## src/rtl/ram_arbiter_pkg.sv

```systemverilog
// Shared constants for the RAM/IO bus arbiter: FSM encodings, access length codes,
// IO region tag, bus widths and the length-normalising helper.
package ram_arbiter_pkg;

   localparam int MEM_ADDR_BUS = 32;
   localparam int MEM_DATA_BUS = 32;

   typedef logic [2:0] arb_state_t;

   localparam logic [2:0] ST_IDLE   = 3'd0;
   localparam logic [2:0] ST_IF_RD  = 3'd1;
   localparam logic [2:0] ST_MEM_RD = 3'd2;
   localparam logic [2:0] ST_MEM_WR = 3'd3;
   localparam logic [2:0] ST_DONE   = 3'd4;

   localparam logic [2:0] LEN_B = 3'd1;
   localparam logic [2:0] LEN_H = 3'd2;
   localparam logic [2:0] LEN_W = 3'd4;

   localparam logic [1:0] IO_REGION = 2'b11;

   localparam logic OWNER_IF  = 1'b0;
   localparam logic OWNER_MEM = 1'b1;

   // Anything other than a byte or halfword request is carried out as a full word.
   function automatic logic [2:0] norm_len(input logic [2:0] len);
      logic [2:0] res;
      case (len)
         LEN_B:   res = LEN_B;
         LEN_H:   res = LEN_H;
         default: res = LEN_W;
      endcase
      return res;
   endfunction

endpackage

```

## src/rtl/ram_arbiter_extend.sv

```systemverilog
// Combinational load extender: byte and halfword results are sign- or zero-extended,
// word results pass straight through.
module ram_arbiter_extend
   import ram_arbiter_pkg::*;
#(
   parameter int DATA_W = MEM_DATA_BUS
) (
   input  logic [DATA_W-1:0] raw,
   input  logic [2:0]        len,
   input  logic              sgn,
   output logic [DATA_W-1:0] result
);

   // pick the extension source bit from the access length
   always_comb begin
      result = raw;
      case (len)
         LEN_B:   result = {{(DATA_W-8){sgn & raw[7]}}, raw[7:0]};
         LEN_H:   result = {{(DATA_W-16){sgn & raw[15]}}, raw[15:0]};
         default: result = raw;
      endcase
   end

endmodule

```

## src/rtl/ram_arbiter.sv

```systemverilog
// Byte-wide RAM/IO bus sequencer shared by the IF fill port and the MEM load/store port.
// Build option ARB_ROUND_ROBIN_EN: simultaneous requests alternate instead of MEM-first.
module ram_arbiter
   import ram_arbiter_pkg::*;
#(
   parameter int ADDR_W = MEM_ADDR_BUS,
   parameter int DATA_W = MEM_DATA_BUS
) (
   input  logic              clock,
   input  logic              reset,
   input  logic              if_discard,
   output logic              ram_rw,
   output logic [ADDR_W-1:0] ram_addr,
   output logic [7:0]        ram_w_data,
   input  logic [7:0]        ram_r_data,
   input  logic              if_req,
   input  logic [ADDR_W-1:0] if_addr,
   output logic              if_busy,
   output logic              if_ready,
   output logic [DATA_W-1:0] if_data,
   input  logic              mem_read,
   input  logic              mem_write,
   input  logic [ADDR_W-1:0] mem_addr,
   input  logic [DATA_W-1:0] mem_data_i,
   input  logic [2:0]        mem_length,
   input  logic              mem_signed,
   output logic              mem_busy,
   output logic              mem_ready,
   output logic [DATA_W-1:0] mem_data_o
);

   arb_state_t        state;
   logic [2:0]        cnt;
   logic [2:0]        len;
   logic [ADDR_W-1:0] base;
   logic [DATA_W-1:0] wdata;
   logic [DATA_W-1:0] rdata;
   logic              sgn;
   logic              owner;
   logic              is_write;
   logic              mem_req;
   logic              if_req_ok;
   logic              if_pri;
   logic              grant_mem;
   logic              grant_if;
   logic [1:0]        lane;
   logic [DATA_W-1:0] ext_data;

   assign mem_req   = mem_read | mem_write;
   assign if_req_ok = if_req & ~if_discard;

`ifdef ARB_ROUND_ROBIN_EN
   logic last_owner;

   // remember who was served last so a tie goes to the other side
   always_ff @(posedge clock or posedge reset) begin
      if (reset) begin
         last_owner <= OWNER_MEM;
      end else if (state == ST_IDLE && grant_mem) begin
         last_owner <= OWNER_MEM;
      end else if (state == ST_IDLE && grant_if) begin
         last_owner <= OWNER_IF;
      end else begin
         last_owner <= last_owner;
      end
   end

   assign if_pri = (last_owner == OWNER_MEM);
`else
   assign if_pri = 1'b0;
`endif

   assign grant_mem = mem_req & ~(if_pri & if_req_ok);
   assign grant_if  = if_req_ok & ~grant_mem;

   assign if_busy  = (state != ST_IDLE) | (mem_req & ~if_pri);
   assign mem_busy = (state != ST_IDLE);

   // lane that the byte currently on ram_r_data belongs to
   always_comb begin
      lane = 2'(cnt - 3'd1);
   end

   ram_arbiter_extend #(.DATA_W(DATA_W)) u_extend (
      .raw    (rdata),
      .len    (len),
      .sgn    (sgn),
      .result (ext_data)
   );

   // bus sequencer: grant, byte transfers, assembly and ready pulse
   always_ff @(posedge clock or posedge reset) begin
      if (reset) begin
         state      <= ST_IDLE;
         cnt        <= 3'd0;
         len        <= LEN_W;
         base       <= '0;
         wdata      <= '0;
         rdata      <= '0;
         sgn        <= 1'b0;
         owner      <= OWNER_MEM;
         is_write   <= 1'b0;
         ram_rw     <= 1'b0;
         ram_addr   <= '0;
         ram_w_data <= 8'h00;
         if_ready   <= 1'b0;
         if_data    <= '0;
         mem_ready  <= 1'b0;
         mem_data_o <= '0;
      end else begin
         ram_rw    <= 1'b0;
         if_ready  <= 1'b0;
         mem_ready <= 1'b0;
         case (state)
            ST_IDLE: begin
               cnt <= 3'd0;
               if (grant_mem) begin
                  base     <= mem_addr;
                  len      <= norm_len(mem_length);
                  sgn      <= mem_signed;
                  wdata    <= mem_data_i;
                  owner    <= OWNER_MEM;
                  is_write <= mem_write;
                  state    <= mem_write ? ST_MEM_WR : ST_MEM_RD;
               end else if (grant_if) begin
                  base     <= if_addr;
                  len      <= LEN_W;
                  sgn      <= 1'b0;
                  owner    <= OWNER_IF;
                  is_write <= 1'b0;
                  state    <= ST_IF_RD;
               end else begin
                  state <= ST_IDLE;
               end
            end
            ST_IF_RD, ST_MEM_RD: begin
               if (state == ST_IF_RD && if_discard) begin
                  state <= ST_IDLE;
               end else begin
                  if (cnt < len) begin
                     ram_addr <= base + ADDR_W'(cnt);
                     cnt      <= cnt + 3'd1;
                  end
                  if (cnt != 3'd0) begin
                     rdata[{lane, 3'b000} +: 8] <= ram_r_data;
                  end
                  // the last address was driven one cycle ago; its byte lands now
                  if (cnt == len) begin
                     state <= ST_DONE;
                  end
               end
            end
            ST_MEM_WR: begin
               ram_rw     <= 1'b1;
               ram_addr   <= base + ADDR_W'(cnt);
               ram_w_data <= wdata[{cnt[1:0], 3'b000} +: 8];
               cnt        <= cnt + 3'd1;
               if (cnt + 3'd1 == len) begin
                  state <= ST_DONE;
               end
            end
            ST_DONE: begin
               if (owner == OWNER_IF) begin
                  if (!if_discard) begin
                     if_ready <= 1'b1;
                     if_data  <= rdata;
                  end
               end else begin
                  mem_ready <= 1'b1;
                  if (!is_write) begin
                     mem_data_o <= ext_data;
                  end
               end
               state <= ST_IDLE;
            end
            default: begin
               state <= ST_IDLE;
            end
         endcase
      end
   end

endmodule
```

## config.mk

```make
export PLATFORM = sky130hd
export DESIGN_NAME = ram_arbiter
export DESIGN_NICKNAME = d
export VERILOG_FILES = /design/src/rtl/ram_arbiter_pkg.sv /design/src/rtl/ram_arbiter_extend.sv /design/src/rtl/ram_arbiter.sv
export SDC_FILE = /design/constraint.sdc
export NUM_CORES = 1
export LEC_CHECK = 0
export ABC_CLOCK_PERIOD_IN_PS = 7850
export BUFFER_PORTS_ARGS = -buffer_cell sky130_fd_sc_hd__buf_2
export CAP_MARGIN = 10
export CORE_MARGIN = 2
export CORE_UTILIZATION = 40
export DETAILED_ROUTE_END_ITERATION = 16
export PLACE_DENSITY = 0.69
export SLEW_MARGIN = 20
export SYNTH_ARGS = -nofsm -noshare
export SYNTH_HDL_FRONTEND = slang
export SYNTH_HIERARCHICAL = 1
export SYNTH_SLANG_ARGS = --single-unit
```

## constraint.sdc

```tcl
create_clock -name clock -period 7.85 [get_ports clock]
set_clock_uncertainty 0.1 [all_clocks]
set_input_delay 1.1775 -clock clock [delete_from_list [all_inputs] [get_ports clock]]
set_output_delay 1.1775 -clock clock [all_outputs]
set_load 0.005 [all_outputs]
```

==> impl_metrics.json <==
{
  "outcome": "finished clean",
  "antenna_violating_nets_post_route": 0,
  "detailed_place.area_um2": 11100,
  "maxCapViolations": 0,
  "fp.coreArea_um2": 24200,
  "critical_path.cell_chain": "nor3_1 -> inv_1 -> buf_2",
  "fmax_mhz": 294,
  "slew_viol_final": 0,
  "synthDistinctLibCells": 54,
  "synth_area_leaders": "dfrtp_1, mux2_2, nand2_1, o21ai_0, mux2i_1",
  "grt_overflow_total": 0,
  "finalHoldWorstSlack_ns": 0.370,
  "place_inst": 1410,
  "fillerInstances": 2254,
  "multiInputGateArea_um2": 4100,
  "cts_tree": "built",
  "ir_drop_mv": 0.218,
  "layout_setup_ws_ns": 4.45,
  "iteration_0_drc_count_of_the_detailed_router": 376,
  "final_net_count": 1239,
  "cts_buffers": 24,
  "path_max_fanout": 10,
  "postSynthNetCount": 1036,
  "postCtsSetupBuffers": 0,
  "detail_route.drc_violations": 0,
  "post_synth_edffs": 0,
  "min-delay-path-class": "flip-flop to flip-flop",
  "gp_congestion": 0.828,
  "finalPower_mw": 4.64,
  "fp-row-count": 57,
  "post_syn_area_um2": 9780,
  "yosys_warnings": 6,
  "vias_after_detailed_routing": 7255,
  "fin_setup_tns_ns": 0,
  "slowest_stage": "nor3_1",
  "final-hold-violation-count": 0,
  "portBuffers": 222,
  "period_minus_slack_ns": 3.40,
  "grt_antenna_before_repair": 1,
  "dr.pass1.iters": 4,
  "flow.area_growth_from_synthesis_pct": 22.0,
  "floorplan.die.width_um": 160,
  "arrival_ns": 2.12,
  "tightestPinTransition_ns": 0.994,
  "post_layout_nonfiller_instances": 1454,
  "cpPeakStageDelay_ns": 0.65,
  "dominantRegCellSynth": "dfrtp_1",
  "timing.max_slew.rel_slack": 0.332,
  "synth_top_area_cell": "dfrtp_1",
  "holdBufCountCts": 0,
  "critPathLaunchType": "flip-flop",
  "leakagePower_nw": 6.06,
  "cts_repair_resize_count": 0,
  "wire_length_reported_by_the_detailed_router_mm": 22.9,
  "post_drt_wl_per_cell_um": 15.7,
  "ys_ff_latch": 215,
  "die_height_um": 160,
  "place_worst_setup_slack_ns": 4.43,
  "maximum_number_of_pins_on_one_net_before_global_route_repair": 138,
  "clock_tree.htree_level_count": 1,
  "gate_count_post_synth": 909,
  "grt_first_pass_wirelength_mm": 37.6,
  "clkSinkCount": 215,
  "post_synth.cell_area_avg_um2": 10.8,
  "area_share_of_the_leading_cell_type_in_the_synthesized_netlist": 0.545,
  "start_util": 0.404,
  "power_density_nw_per_um2": 389,
  "grtUsageTotal": 0.178,
  "grt_pass1_vias": 7162,
  "final_min_period_over_clock_period": 0.433,
  "die_area_um2": 25700,
  "postLayoutCellArea_um2": 11900,
  "sequential_cell_area_um2": 5380,
  "post-dp-hpwl_mm": 15.7,
  "pin_count": 223,
  "yosysSeqAreaShare": 0.550,
  "cts.path.max_buffers": 3,
  "insertion_delay_ns": 0.50,
  "worst-endpoint-required_ns": 6.57,
  "crit_type": "flip-flop to output pin",
  "cts-root-buf": "clkbuf_16",
  "vias_per_cell": 4.99,
  "unrepaired_setup_endpoints_after_global_routing": "false",
  "timing.final.setup_violations": 0,
  "synth-async-reset-ratio": 1.00,
  "fin_util": 0.494,
  "clk_pin_slew_ns": 0.06,
  "end_kind": "output pin",
  "drive_gt1_frac": 0.343
}
-- path summary, 6_finish.rpt --
path | slack (ns) | from | cells after the start | end
setup / recovery | 4.45 | state[2] | 3 | mem_busy
hold / removal | 0.37 | wdata[21] | 2 | wdata[21]
setup reg to reg | 4.89 | cnt[1] | 6 | ram_addr[0]
hold reg to reg | 0.37 | wdata[21] | 2 | wdata[21]
max in group asynchronous | 5.22 | reset | 3 | mem_data_o[10]
min in group asynchronous | 0.73 | reset | 2 | mem_data_o[6]
-- worst max-delay path, delay by kind of cell (launching register included) --
family        cells  cell delay, ns
buf+inv           2            0.45
flops             1            0.52
simple gates      1            0.65
-- layout by cell type, fill, tap and decap left out, types with 8 or more instances in the layout --
| cell | Yosys | final |
|---|---|---|
| mux2i_1 | 32 | 32 |
| clkbuf_16 | 0 | 25 |
| a21o_2 | 16 | 16 |
| xor2_1 | 20 | 20 |
| mux4_2 | 8 | 8 |
| a21o_1 | 9 | 9 |
| a21oi_1 | 37 | 37 |
| nand3_1 | 14 | 14 |
| mux2_2 | 74 | 74 |
| nor2_1 | 41 | 39 |
| nand2_1 | 211 | 210 |
| xnor2_1 | 12 | 12 |
| ha_1 | 12 | 12 |
| inv_1 | 16 | 15 |
| buf_2 | 18 | 222 |
| buf_4 | 10 | 8 |
| dfrtp_1 | 213 | 213 |
| nand4_1 | 8 | 8 |
| o21ai_0 | 69 | 69 |
-- Yosys cell counts (all sizes together) (5+ instances only) --
cell	count
and4	6
a21o	25
a21oi	38
nor2	41
and3	7
nand4	9
o21ai	71
buf	29
mux2i	32
mux2	75
nand2	211
ha	12
xor2	20
mux4	8
xnor2	12
dfrtp	213
nor3	5
nand3	15
inv	16
clkbuf	24
-- routing by layer --
layer  global-route usage  vias to the layer above  routed length [um]
met5                    0                        -                   0
met1                0.255                     3506               10800
met4               0.0483                        0                 552
li1                     -                     3505                   -
met2                0.282                      206               10200
met3               0.0323                       38                1350
-- registers in the layout, indices dropped and copies added, names as in the netlist --
name and flops:
base 32, cnt 3, if_data 32, if_ready 1, is_write 1, len 3, mem_data_o 32, mem_ready 1
owner 1, ram_addr 32, ram_rw 1, ram_w_data 8, rdata 32, sgn 1, state 3, wdata 32
-- layout make-up --
class,instances,share of cell area
flip-flops and latches,215,0.451
multi-input cells,625,0.344
repair buffers,230,0.0981
clock buffers,35,0.0614
well taps,324,0.0340
clock inverters,8,0.00598
inverters,16,0.00566
diodes,1,0.000210
-- power breakdown --
part           internal (mW)  total, mW  switching (mW)
clock                  0.679       1.12           0.441
sequential              1.58       1.94           0.359
combinational          0.729       1.59           0.859
total                   2.98       4.64            1.66
-- logic make-up after synthesis --
kind of cell,after synthesis,share of synthesized area
compound gates,149,0.0925
xor+xnor,32,0.0287
fa+ha+maj,13,0.0174
buf+inv,69,0.0338
flops,215,0.550
mux,115,0.138
simple gates,316,0.140
Power figures use the tool's default switching activity.
